`src/rtl/rca_loop_profiler_if.sv`:
```
// rca_loop_profiler_if: branch feed, CPU request/response channel and hot-loop exception of the profiler
interface rca_loop_profiler_if #(
   parameter int ADDR_W = 32,
   parameter int IDX_W  = 3
);
   logic              br_valid;
   logic              br_taken;
   logic [ADDR_W-1:0] br_pc;
   logic [20:0]       br_offset;
   logic              req_valid;
   logic              req_ready;
   logic [1:0]        req_op;
   logic [IDX_W-1:0]  req_index;
   logic [1:0]        req_field;
   logic [31:0]       req_data;
   logic [2:0]        req_id;
   logic              rsp_valid;
   logic              rsp_ack;
   logic [31:0]       rsp_data;
   logic [2:0]        rsp_id;
   logic              prof_exception;
   logic [IDX_W-1:0]  exc_index;

   modport master (
      output br_valid, br_taken, br_pc, br_offset,
      output req_valid, req_op, req_index, req_field, req_data, req_id, rsp_ack,
      input  req_ready, rsp_valid, rsp_data, rsp_id, prof_exception, exc_index
   );

   modport slave (
      input  br_valid, br_taken, br_pc, br_offset,
      input  req_valid, req_op, req_index, req_field, req_data, req_id, rsp_ack,
      output req_ready, rsp_valid, rsp_data, rsp_id, prof_exception, exc_index
   );
endinterface

```
`src/rtl/rca_loop_profiler.sv`:
```
// rca_loop_profiler: fully-associative hot-loop table of short-backward branch PCs with decay and hot exception
module rca_loop_profiler #(
   parameter int NUM_ENTRIES       = 8,
   parameter int COUNT_W           = 8,
   parameter int ADDR_W            = 32,
   parameter int SBB_MAX_BACK      = 256,
   parameter int DECAY_W           = 16,
   parameter int DEFAULT_THRESHOLD = 64,
   parameter int DEFAULT_DECAY     = 4096
) (
   input logic                clk,
   input logic                rst,
   rca_loop_profiler_if.slave bus
);
   localparam int IDX_W = $clog2(NUM_ENTRIES);
   localparam logic [COUNT_W-1:0] CNT_MAX = '1;

   logic [ADDR_W-1:0]      pc_q  [NUM_ENTRIES];
   logic [ADDR_W-1:0]      pc_d  [NUM_ENTRIES];
   logic [COUNT_W-1:0]     cnt_q [NUM_ENTRIES];
   logic [COUNT_W-1:0]     cnt_d [NUM_ENTRIES];
   logic [NUM_ENTRIES-1:0] vld_q, vld_d, hot, hot_r, rise;
   logic                   lock_q, lock_d;
   logic [COUNT_W-1:0]     thr_q, thr_d, min_cnt;
   logic [DECAY_W-1:0]     per_q, per_d, dcnt_q, dcnt_d;
   logic                   rsp_valid_q, exc_q;
   logic [31:0]            rsp_data_q, rd_data;
   logic [2:0]             rsp_id_q;
   logic [IDX_W-1:0]       exc_idx_q, hit_idx, vic_idx, rise_idx;
   logic                   accept, is_event, hit, sat, tick, halve, wr_per;
   int                     off;
   logic                   unused;

   assign unused         = ^bus.req_data;
   assign accept         = bus.req_valid & ~rsp_valid_q;
   assign off            = int'($signed(bus.br_offset));
   assign bus.req_ready  = ~rsp_valid_q;
   assign bus.rsp_valid  = rsp_valid_q;
   assign bus.rsp_data   = rsp_data_q;
   assign bus.rsp_id     = rsp_id_q;
   assign bus.prof_exception = exc_q;
   assign bus.exc_index  = exc_idx_q;

   always_comb begin
      // clear and config writes discard a branch arriving in the same cycle
      is_event = bus.br_valid & bus.br_taken & ~lock_q & (off < 0) & (off >= -SBB_MAX_BACK)
               & ~(accept & bus.req_op[1]);
      hit      = 1'b0;
      hit_idx  = '0;
      vic_idx  = '0;
      min_cnt  = cnt_q[0];
      for (int i = NUM_ENTRIES - 1; i >= 0; i--)
         if (vld_q[i] && pc_q[i] == bus.br_pc) begin
            hit     = 1'b1;
            hit_idx = IDX_W'(i);
         end
      for (int i = 1; i < NUM_ENTRIES; i++)
         if (cnt_q[i] < min_cnt) begin
            min_cnt = cnt_q[i];
            vic_idx = IDX_W'(i);
         end
      for (int i = NUM_ENTRIES - 1; i >= 0; i--)
         if (!vld_q[i]) vic_idx = IDX_W'(i);
      sat   = is_event & hit & (cnt_q[hit_idx] == CNT_MAX);
      tick  = (per_q != '0) && (dcnt_q == per_q - 1'b1);
      halve = sat | tick;
      for (int i = 0; i < NUM_ENTRIES; i++) begin
         pc_d[i]  = pc_q[i];
         cnt_d[i] = halve ? cnt_q[i] >> 1 : cnt_q[i];
         vld_d[i] = vld_q[i] & ~(tick & (cnt_d[i] == '0));
      end
      if (is_event && hit) begin
         cnt_d[hit_idx] = cnt_d[hit_idx] + 1'b1;
         vld_d[hit_idx] = 1'b1;
      end else if (is_event) begin
         pc_d[vic_idx]  = bus.br_pc;
         cnt_d[vic_idx] = COUNT_W'(1);
         vld_d[vic_idx] = 1'b1;
      end
      if (accept && bus.req_op == 2'd3) begin
         vld_d = '0;
         for (int i = 0; i < NUM_ENTRIES; i++) cnt_d[i] = '0;
      end
      wr_per = accept && bus.req_op == 2'd2 && bus.req_field == 2'd1;
      lock_d = lock_q ^ (accept && bus.req_op == 2'd1);
      thr_d  = (accept && bus.req_op == 2'd2 && bus.req_field == 2'd0) ? COUNT_W'(bus.req_data) : thr_q;
      per_d  = wr_per ? DECAY_W'(bus.req_data) : per_q;
      dcnt_d = (wr_per || tick) ? '0 : (per_q == '0) ? dcnt_q : dcnt_q + 1'b1;
      for (int i = 0; i < NUM_ENTRIES; i++) hot[i] = vld_q[i] && cnt_q[i] >= thr_q;
      rise     = hot & ~hot_r;
      rise_idx = '0;
      for (int i = NUM_ENTRIES - 1; i >= 0; i--)
         if (rise[i]) rise_idx = IDX_W'(i);
      rd_data = bus.req_field == 2'd0 ? 32'(pc_q[bus.req_index]) :
                bus.req_field == 2'd1 ? 32'(vld_q[bus.req_index]) :
                bus.req_field == 2'd2 ? 32'(cnt_q[bus.req_index]) : 32'({lock_q, thr_q});
   end

   always_ff @(posedge clk or negedge rst) begin
      if (!rst) begin
         for (int i = 0; i < NUM_ENTRIES; i++) begin
            pc_q[i]  <= '0;
            cnt_q[i] <= '0;
         end
         vld_q       <= '0;
         hot_r       <= '0;
         lock_q      <= 1'b0;
         thr_q       <= COUNT_W'(DEFAULT_THRESHOLD);
         per_q       <= DECAY_W'(DEFAULT_DECAY);
         dcnt_q      <= '0;
         rsp_valid_q <= 1'b0;
         rsp_data_q  <= '0;
         rsp_id_q    <= '0;
         exc_q       <= 1'b0;
         exc_idx_q   <= '0;
      end else begin
         pc_q   <= pc_d;
         cnt_q  <= cnt_d;
         vld_q  <= vld_d;
         hot_r  <= hot;
         lock_q <= lock_d;
         thr_q  <= thr_d;
         per_q  <= per_d;
         dcnt_q <= dcnt_d;
         // a rise landing right after a pulse is dropped, not deferred
         exc_q  <= |rise & ~exc_q;
         if (|rise && !exc_q) exc_idx_q <= rise_idx;
         if (accept) begin
            rsp_valid_q <= 1'b1;
            rsp_data_q  <= (bus.req_op == 2'd0) ? rd_data : '0;
            rsp_id_q    <= bus.req_id;
         end else if (bus.rsp_ack) begin
            rsp_valid_q <= 1'b0;
         end
      end
   end
endmodule

```
`src/flat_wrapper.sv`:
```
// flat-port wrapper written by rule: the top's interface ports become plain ports
module rca_loop_profiler_flat 
#(
   parameter int NUM_ENTRIES       = 8,
   parameter int COUNT_W           = 8,
   parameter int ADDR_W            = 32,
   parameter int SBB_MAX_BACK      = 256,
   parameter int DECAY_W           = 16,
   parameter int DEFAULT_THRESHOLD = 64,
   parameter int DEFAULT_DECAY     = 4096
)
  (clk, rst, bus_br_valid, bus_br_taken, bus_br_pc, bus_br_offset, bus_req_valid, bus_req_op, bus_req_index, bus_req_field, bus_req_data, bus_req_id, bus_rsp_ack, bus_req_ready, bus_rsp_valid, bus_rsp_data, bus_rsp_id, bus_prof_exception, bus_exc_index);
  rca_loop_profiler_if #(.ADDR_W(ADDR_W)) bus_i ();
  input logic clk;
  input logic rst;
  input wire logic [$bits(bus_i.br_valid)-1:0] bus_br_valid;
  input wire logic [$bits(bus_i.br_taken)-1:0] bus_br_taken;
  input wire logic [$bits(bus_i.br_pc)-1:0] bus_br_pc;
  input wire logic [$bits(bus_i.br_offset)-1:0] bus_br_offset;
  input wire logic [$bits(bus_i.req_valid)-1:0] bus_req_valid;
  input wire logic [$bits(bus_i.req_op)-1:0] bus_req_op;
  input wire logic [$bits(bus_i.req_index)-1:0] bus_req_index;
  input wire logic [$bits(bus_i.req_field)-1:0] bus_req_field;
  input wire logic [$bits(bus_i.req_data)-1:0] bus_req_data;
  input wire logic [$bits(bus_i.req_id)-1:0] bus_req_id;
  input wire logic [$bits(bus_i.rsp_ack)-1:0] bus_rsp_ack;
  output wire logic [$bits(bus_i.req_ready)-1:0] bus_req_ready;
  output wire logic [$bits(bus_i.rsp_valid)-1:0] bus_rsp_valid;
  output wire logic [$bits(bus_i.rsp_data)-1:0] bus_rsp_data;
  output wire logic [$bits(bus_i.rsp_id)-1:0] bus_rsp_id;
  output wire logic [$bits(bus_i.prof_exception)-1:0] bus_prof_exception;
  output wire logic [$bits(bus_i.exc_index)-1:0] bus_exc_index;
  assign bus_i.br_valid = bus_br_valid;
  assign bus_i.br_taken = bus_br_taken;
  assign bus_i.br_pc = bus_br_pc;
  assign bus_i.br_offset = bus_br_offset;
  assign bus_i.req_valid = bus_req_valid;
  assign bus_i.req_op = bus_req_op;
  assign bus_i.req_index = bus_req_index;
  assign bus_i.req_field = bus_req_field;
  assign bus_i.req_data = bus_req_data;
  assign bus_i.req_id = bus_req_id;
  assign bus_i.rsp_ack = bus_rsp_ack;
  assign bus_req_ready = bus_i.req_ready;
  assign bus_rsp_valid = bus_i.rsp_valid;
  assign bus_rsp_data = bus_i.rsp_data;
  assign bus_rsp_id = bus_i.rsp_id;
  assign bus_prof_exception = bus_i.prof_exception;
  assign bus_exc_index = bus_i.exc_index;
  rca_loop_profiler #(.NUM_ENTRIES(NUM_ENTRIES), .COUNT_W(COUNT_W), .ADDR_W(ADDR_W), .SBB_MAX_BACK(SBB_MAX_BACK), .DECAY_W(DECAY_W), .DEFAULT_THRESHOLD(DEFAULT_THRESHOLD), .DEFAULT_DECAY(DEFAULT_DECAY)) u_core (.clk(clk), .rst(rst), .bus(bus_i));
endmodule
```
`config.mk`:
```
export PLATFORM = sky130hd
export DESIGN_NAME = rca_loop_profiler_flat
export DESIGN_NICKNAME = d
export VERILOG_FILES = /design/src/rtl/rca_loop_profiler_if.sv /design/src/rtl/rca_loop_profiler.sv /design/src/flat_wrapper.sv
export SDC_FILE = /design/constraint.sdc
export NUM_CORES = 1
export LEC_CHECK = 0
export CAP_MARGIN = 20
export CORE_MARGIN = 1
export CORE_UTILIZATION = 56
export DETAILED_ROUTE_END_ITERATION = 12
export GPL_TIMING_DRIVEN = 0
export PLACE_DENSITY_LB_ADDON = 0.05
export RECOVER_POWER = 100
export SLEW_MARGIN = 10
export SYNTH_ARGS = -nofsm -noshare
export SYNTH_HDL_FRONTEND = slang
export SYNTH_SLANG_ARGS = --single-unit
```
`constraint.sdc`:
```
create_clock -name clk -period 12.7 [get_ports clk]
set_input_delay 2.54 -clock clk [delete_from_list [all_inputs] [get_ports clk]]
set_output_delay 2.54 -clock clk [all_outputs]
set_load 0.02 [all_outputs]
```
==> flow_summary.yaml <==
outcome:
  status: "finished with violations"
  violations: "max-capacitance violations, max-slew violations, negative setup slack"
job:
  drv_cap: 3
sta:
  final.setup.worst_slack_ns: -0.526
  finalSetupViolCount: 325
  finalMaxSlewViolations: 316
  period_share_pct: 104
  timing_hold_violations_final: 0
  final.setup_skew_ns: 0.0533
  rsz_0062_raised_after_global_routing: "true"
  tightestPinTransition_ns: 5.16
  post_route_minimum_period_ns: 13.23
  clock.fmax_mhz: 75.6
  slew_headroom_pct: -244
drt:
  postRouteWirelength_mm: 130
  drt_first_pass_iters: 7
  drc_errors: 0
  drt-initial-drc-count: 3198
  viasPerCell: 6.99
  postRouteAntennaNets: 0
  wl_per_cell_um: 33.5
  vias: 27100
synthesis:
  mappedNetlistArea_um2: 29700
  ys_seq_area_share_pct: 35.1
  synth-edff-count: 0
  synth.top_cells.by_count: "sky130_fd_sc_hd__dfrtp_1, sky130_fd_sc_hd__nand2_1, sky130_fd_sc_hd__mux2_2, sky130_fd_sc_hd__xnor2_1, sky130_fd_sc_hd__xor2_1"
  netlist_top_cells_area: "sky130_fd_sc_hd__dfrtp_1, sky130_fd_sc_hd__mux4_2, sky130_fd_sc_hd__mux2_2"
  synth_fp_nets: 3084
  synth_cells: 2875
  ys_async_sr_fraction_pct: 100
  post_synth_num_cell_types: 103
  synth.avg_cell_area_um2: 10.3
  yosys_most_used_dff: "sky130_fd_sc_hd__dfrtp_1"
  yosys_warnings: 0
  yosys.area.top_type: "sky130_fd_sc_hd__dfrtp_1"
  postSynthRegisterBits: 417
  yosys.area.top_type_share_pct: 34.9
  yosysMostFrequentCell: "sky130_fd_sc_hd__dfrtp_1"
power:
  max-vdd-ir-drop_v: 0.000461
  p_leak_nw: 16.6
  power_per_cell_area_nw_per_um2: 210
placement:
  pre_cts_ws_ns: -3.08
  gp_congestion: 1.05
  placedCellCount: 3653
  dp_hpwl_mm: 93.2
  io_buffer_count: 81
floorplan:
  core.rowCount: 84
  die_area_um2: 54000
  die_h_um: 232
  floorplan.die.width_um: 232
  effective_utilization_at_floorplan_pct: 56.6
  core-area_um2: 52600
  ios: 142
clock_tree:
  cts-htree-levels: 2
  cts_tree: "yes"
  total_cts_buffers: 48
  clock-root-buffer: "sky130_fd_sc_hd__clkbuf_16"
  cts-root-to-sink-buffers: 3
  clock-sinks: 417
  clock_network_latency_to_the_later_pin_of_the_worst_skew_pair_ns: 0.63
  worst_setup_hold_path_clk_slew_ns: 0.06
critical_path:
  cp_max_fo: 7
  worstPathArrival_ns: 13.68
  critical_path_class: "reg2reg"
  end_kind: "flip-flop"
  cp_slowest_stage_delay_ns: 0.51
  required_ns: 13.15
  crit_path_top_delay_cell: "sky130_fd_sc_hd__a311oi_1"
  critical_path.startpoint_type: "flip-flop"
min_path:
  hold_path.class: "reg2reg"
layout:
  register_area_um2: 10500
  drive_gt1_share_pct: 27.8
  number_of_inserted_filler_cells_in_the_final_layout: 3739
  areaGrowthSynthToFinish_pct: 22.5
  nNetsFinal: 3363
  final_cell_count_no_fill: 3884
  multi_input_comb_area_um2: 19300
global_route:
  antenna_found_initial: 4
  groute.usage.overall_pct: 45.8
  overflow: 0
  first_global_vias: 25800
  grt_first_pass_wirelength_mm: 178
  grt_max_degree: 114
-- layout make-up --
| type | instances | area share, % |
|---|---|---|
| diodes | 5 | 0.0344 |
| plain buffers | 190 | 3.33 |
| clock buffers | 67 | 3.80 |
| clock inverters | 20 | 0.900 |
| inverters | 79 | 0.862 |
| multi-input cells | 2186 | 53.0 |
| flip-flops and latches | 417 | 28.7 |
| well taps | 688 | 2.36 |
| repair buffers | 232 | 7.01 |
-- layout by cell type (no fill, tap or decap), types with 12 or more instances in the layout --
| master | count |
|---|---|
| sky130_fd_sc_hd__dfrtp_1 | 402 |
| sky130_fd_sc_hd__mux2_2 | 150 |
| sky130_fd_sc_hd__mux2i_1 | 97 |
| sky130_fd_sc_hd__xnor2_1 | 155 |
| sky130_fd_sc_hd__a31oi_1 | 12 |
| sky130_fd_sc_hd__o31ai_1 | 15 |
| sky130_fd_sc_hd__nand3_1 | 59 |
| sky130_fd_sc_hd__nand2b_1 | 48 |
| sky130_fd_sc_hd__clkbuf_16 | 69 |
| sky130_fd_sc_hd__dlygate4sd3_1 | 42 |
| sky130_fd_sc_hd__nor2_1 | 117 |
| sky130_fd_sc_hd__a21o_1 | 12 |
| sky130_fd_sc_hd__nand2_1 | 204 |
| sky130_fd_sc_hd__clkbuf_1 | 102 |
| sky130_fd_sc_hd__o211ai_1 | 18 |
| sky130_fd_sc_hd__buf_6 | 22 |
| sky130_fd_sc_hd__buf_1 | 26 |
| sky130_fd_sc_hd__ha_4 | 21 |
| sky130_fd_sc_hd__o22ai_1 | 35 |
| sky130_fd_sc_hd__buf_2 | 42 |
| sky130_fd_sc_hd__buf_4 | 93 |
| sky130_fd_sc_hd__ha_1 | 87 |
| sky130_fd_sc_hd__inv_1 | 62 |
| sky130_fd_sc_hd__buf_12 | 33 |
| sky130_fd_sc_hd__mux2_4 | 144 |
| sky130_fd_sc_hd__nand4_1 | 83 |
| sky130_fd_sc_hd__xor2_1 | 143 |
| sky130_fd_sc_hd__dfrtp_2 | 13 |
| sky130_fd_sc_hd__a21oi_1 | 84 |
| sky130_fd_sc_hd__nor3_1 | 50 |
| sky130_fd_sc_hd__o21ai_0 | 112 |
| sky130_fd_sc_hd__a21oi_2 | 21 |
| sky130_fd_sc_hd__clkdlybuf4s50_1 | 38 |
| sky130_fd_sc_hd__nor2b_1 | 50 |
| sky130_fd_sc_hd__and3_1 | 17 |
| sky130_fd_sc_hd__mux4_2 | 89 |
| sky130_fd_sc_hd__nor4_1 | 74 |
-- per-layer routing --
metal	track usage (%)	wire length [um]
met1	53.8	46200
met2	72.5	58200
met3	8.04	11300
met4	39.5	14400
met5	0	12
-- sequential cells by signal, summed over array words and instances, names as in the netlist --
signal,cells
u_core.hot_r,8
u_core.per_q,16
u_core.bus.rsp_id,3
u_core.vld_q,8
u_core.bus.prof_exception,1
u_core.pc_q,256
u_core.lock_q,1
u_core.bus.rsp_valid,1
u_core.thr_q,8
u_core.cnt_q,64
u_core.dcnt_q,16
u_core.bus.rsp_data,32
u_core.bus.exc_index,3
-- per-stage QoR --
stage	instance area (um^2)	TNS, ns	util, %	hold slack (ns)	total power, mW
floorplan	29700	0	-	0.460	3.50
global placement	31400	-4508.97	59.8	0.460	4.09
detailed placement	31600	-940.71	60.1	0.469	4.21
CTS	34400	0	65.5	0.483	6.49
global route	36400	-233.64	69.3	0.498	7.94
finish	36400	-104.39	69.3	0.473	7.63
-- kinds of logic (layout without fill, tap and decap cells) --
family,count (synthesis),in the layout,synth area share [%]
flip-flops,417,417,35.1
buffers and inverters,273,588,4.14
AND/OR/NAND/NOR,839,840,15.0
AO/OA/AOI/OAI,440,440,9.52
multiplexers,495,495,22.8
other,0,5,0
XOR/XNOR,300,300,8.84
adder cells (fa/ha/maj),111,111,4.65
-- timing repair --
item                       in CTS  in global routing
gates cloned                    5                 21
setup endpoints to repair     328                328
hold buffers                    0                  0
setup buffers                  56                 61
pin swaps                      28                 71
resized for setup             137                238
-- path summary, 6_finish.rpt --
check                                        start                      end  slack [ns]  cells after the start
max                               u_core.cnt_q[63]         u_core.cnt_q[56]       -0.53                     61
min                        u_core.bus.rsp_data[27]  u_core.bus.rsp_data[27]        0.47                      2
max reg2reg                       u_core.cnt_q[63]         u_core.cnt_q[56]       -0.53                     61
min in group asynchronous                      rst        u_core.dcnt_q[13]        3.80                      1
min reg2reg                u_core.bus.rsp_data[27]  u_core.bus.rsp_data[27]        0.47                      2
max in group asynchronous                      rst          u_core.pc_q[25]        4.02                      3
-- power breakdown --
part / switching, mW / leakage (nW) / total [mW] / internal (mW)
logic: 2.63 / 10.0 / 4.68 / 2.06
registers: 0.0521 / 5.73 / 1.42 / 1.37
clock network: 0.620 / 0.834 / 1.53 / 0.906
-- critical path, delay by kind of cell (launching register included) --
kind	cells	cell delay (ns)
AO/OA/AOI/OAI	20	4.56
AND/OR/NAND/NOR	23	3.85
adder cells (fa/ha/maj)	7	2.11
buffers and inverters	9	1.39
multiplexers	2	0.75
flip-flops	1	0.39
Note: power is estimated with default switching activity, not from simulation.
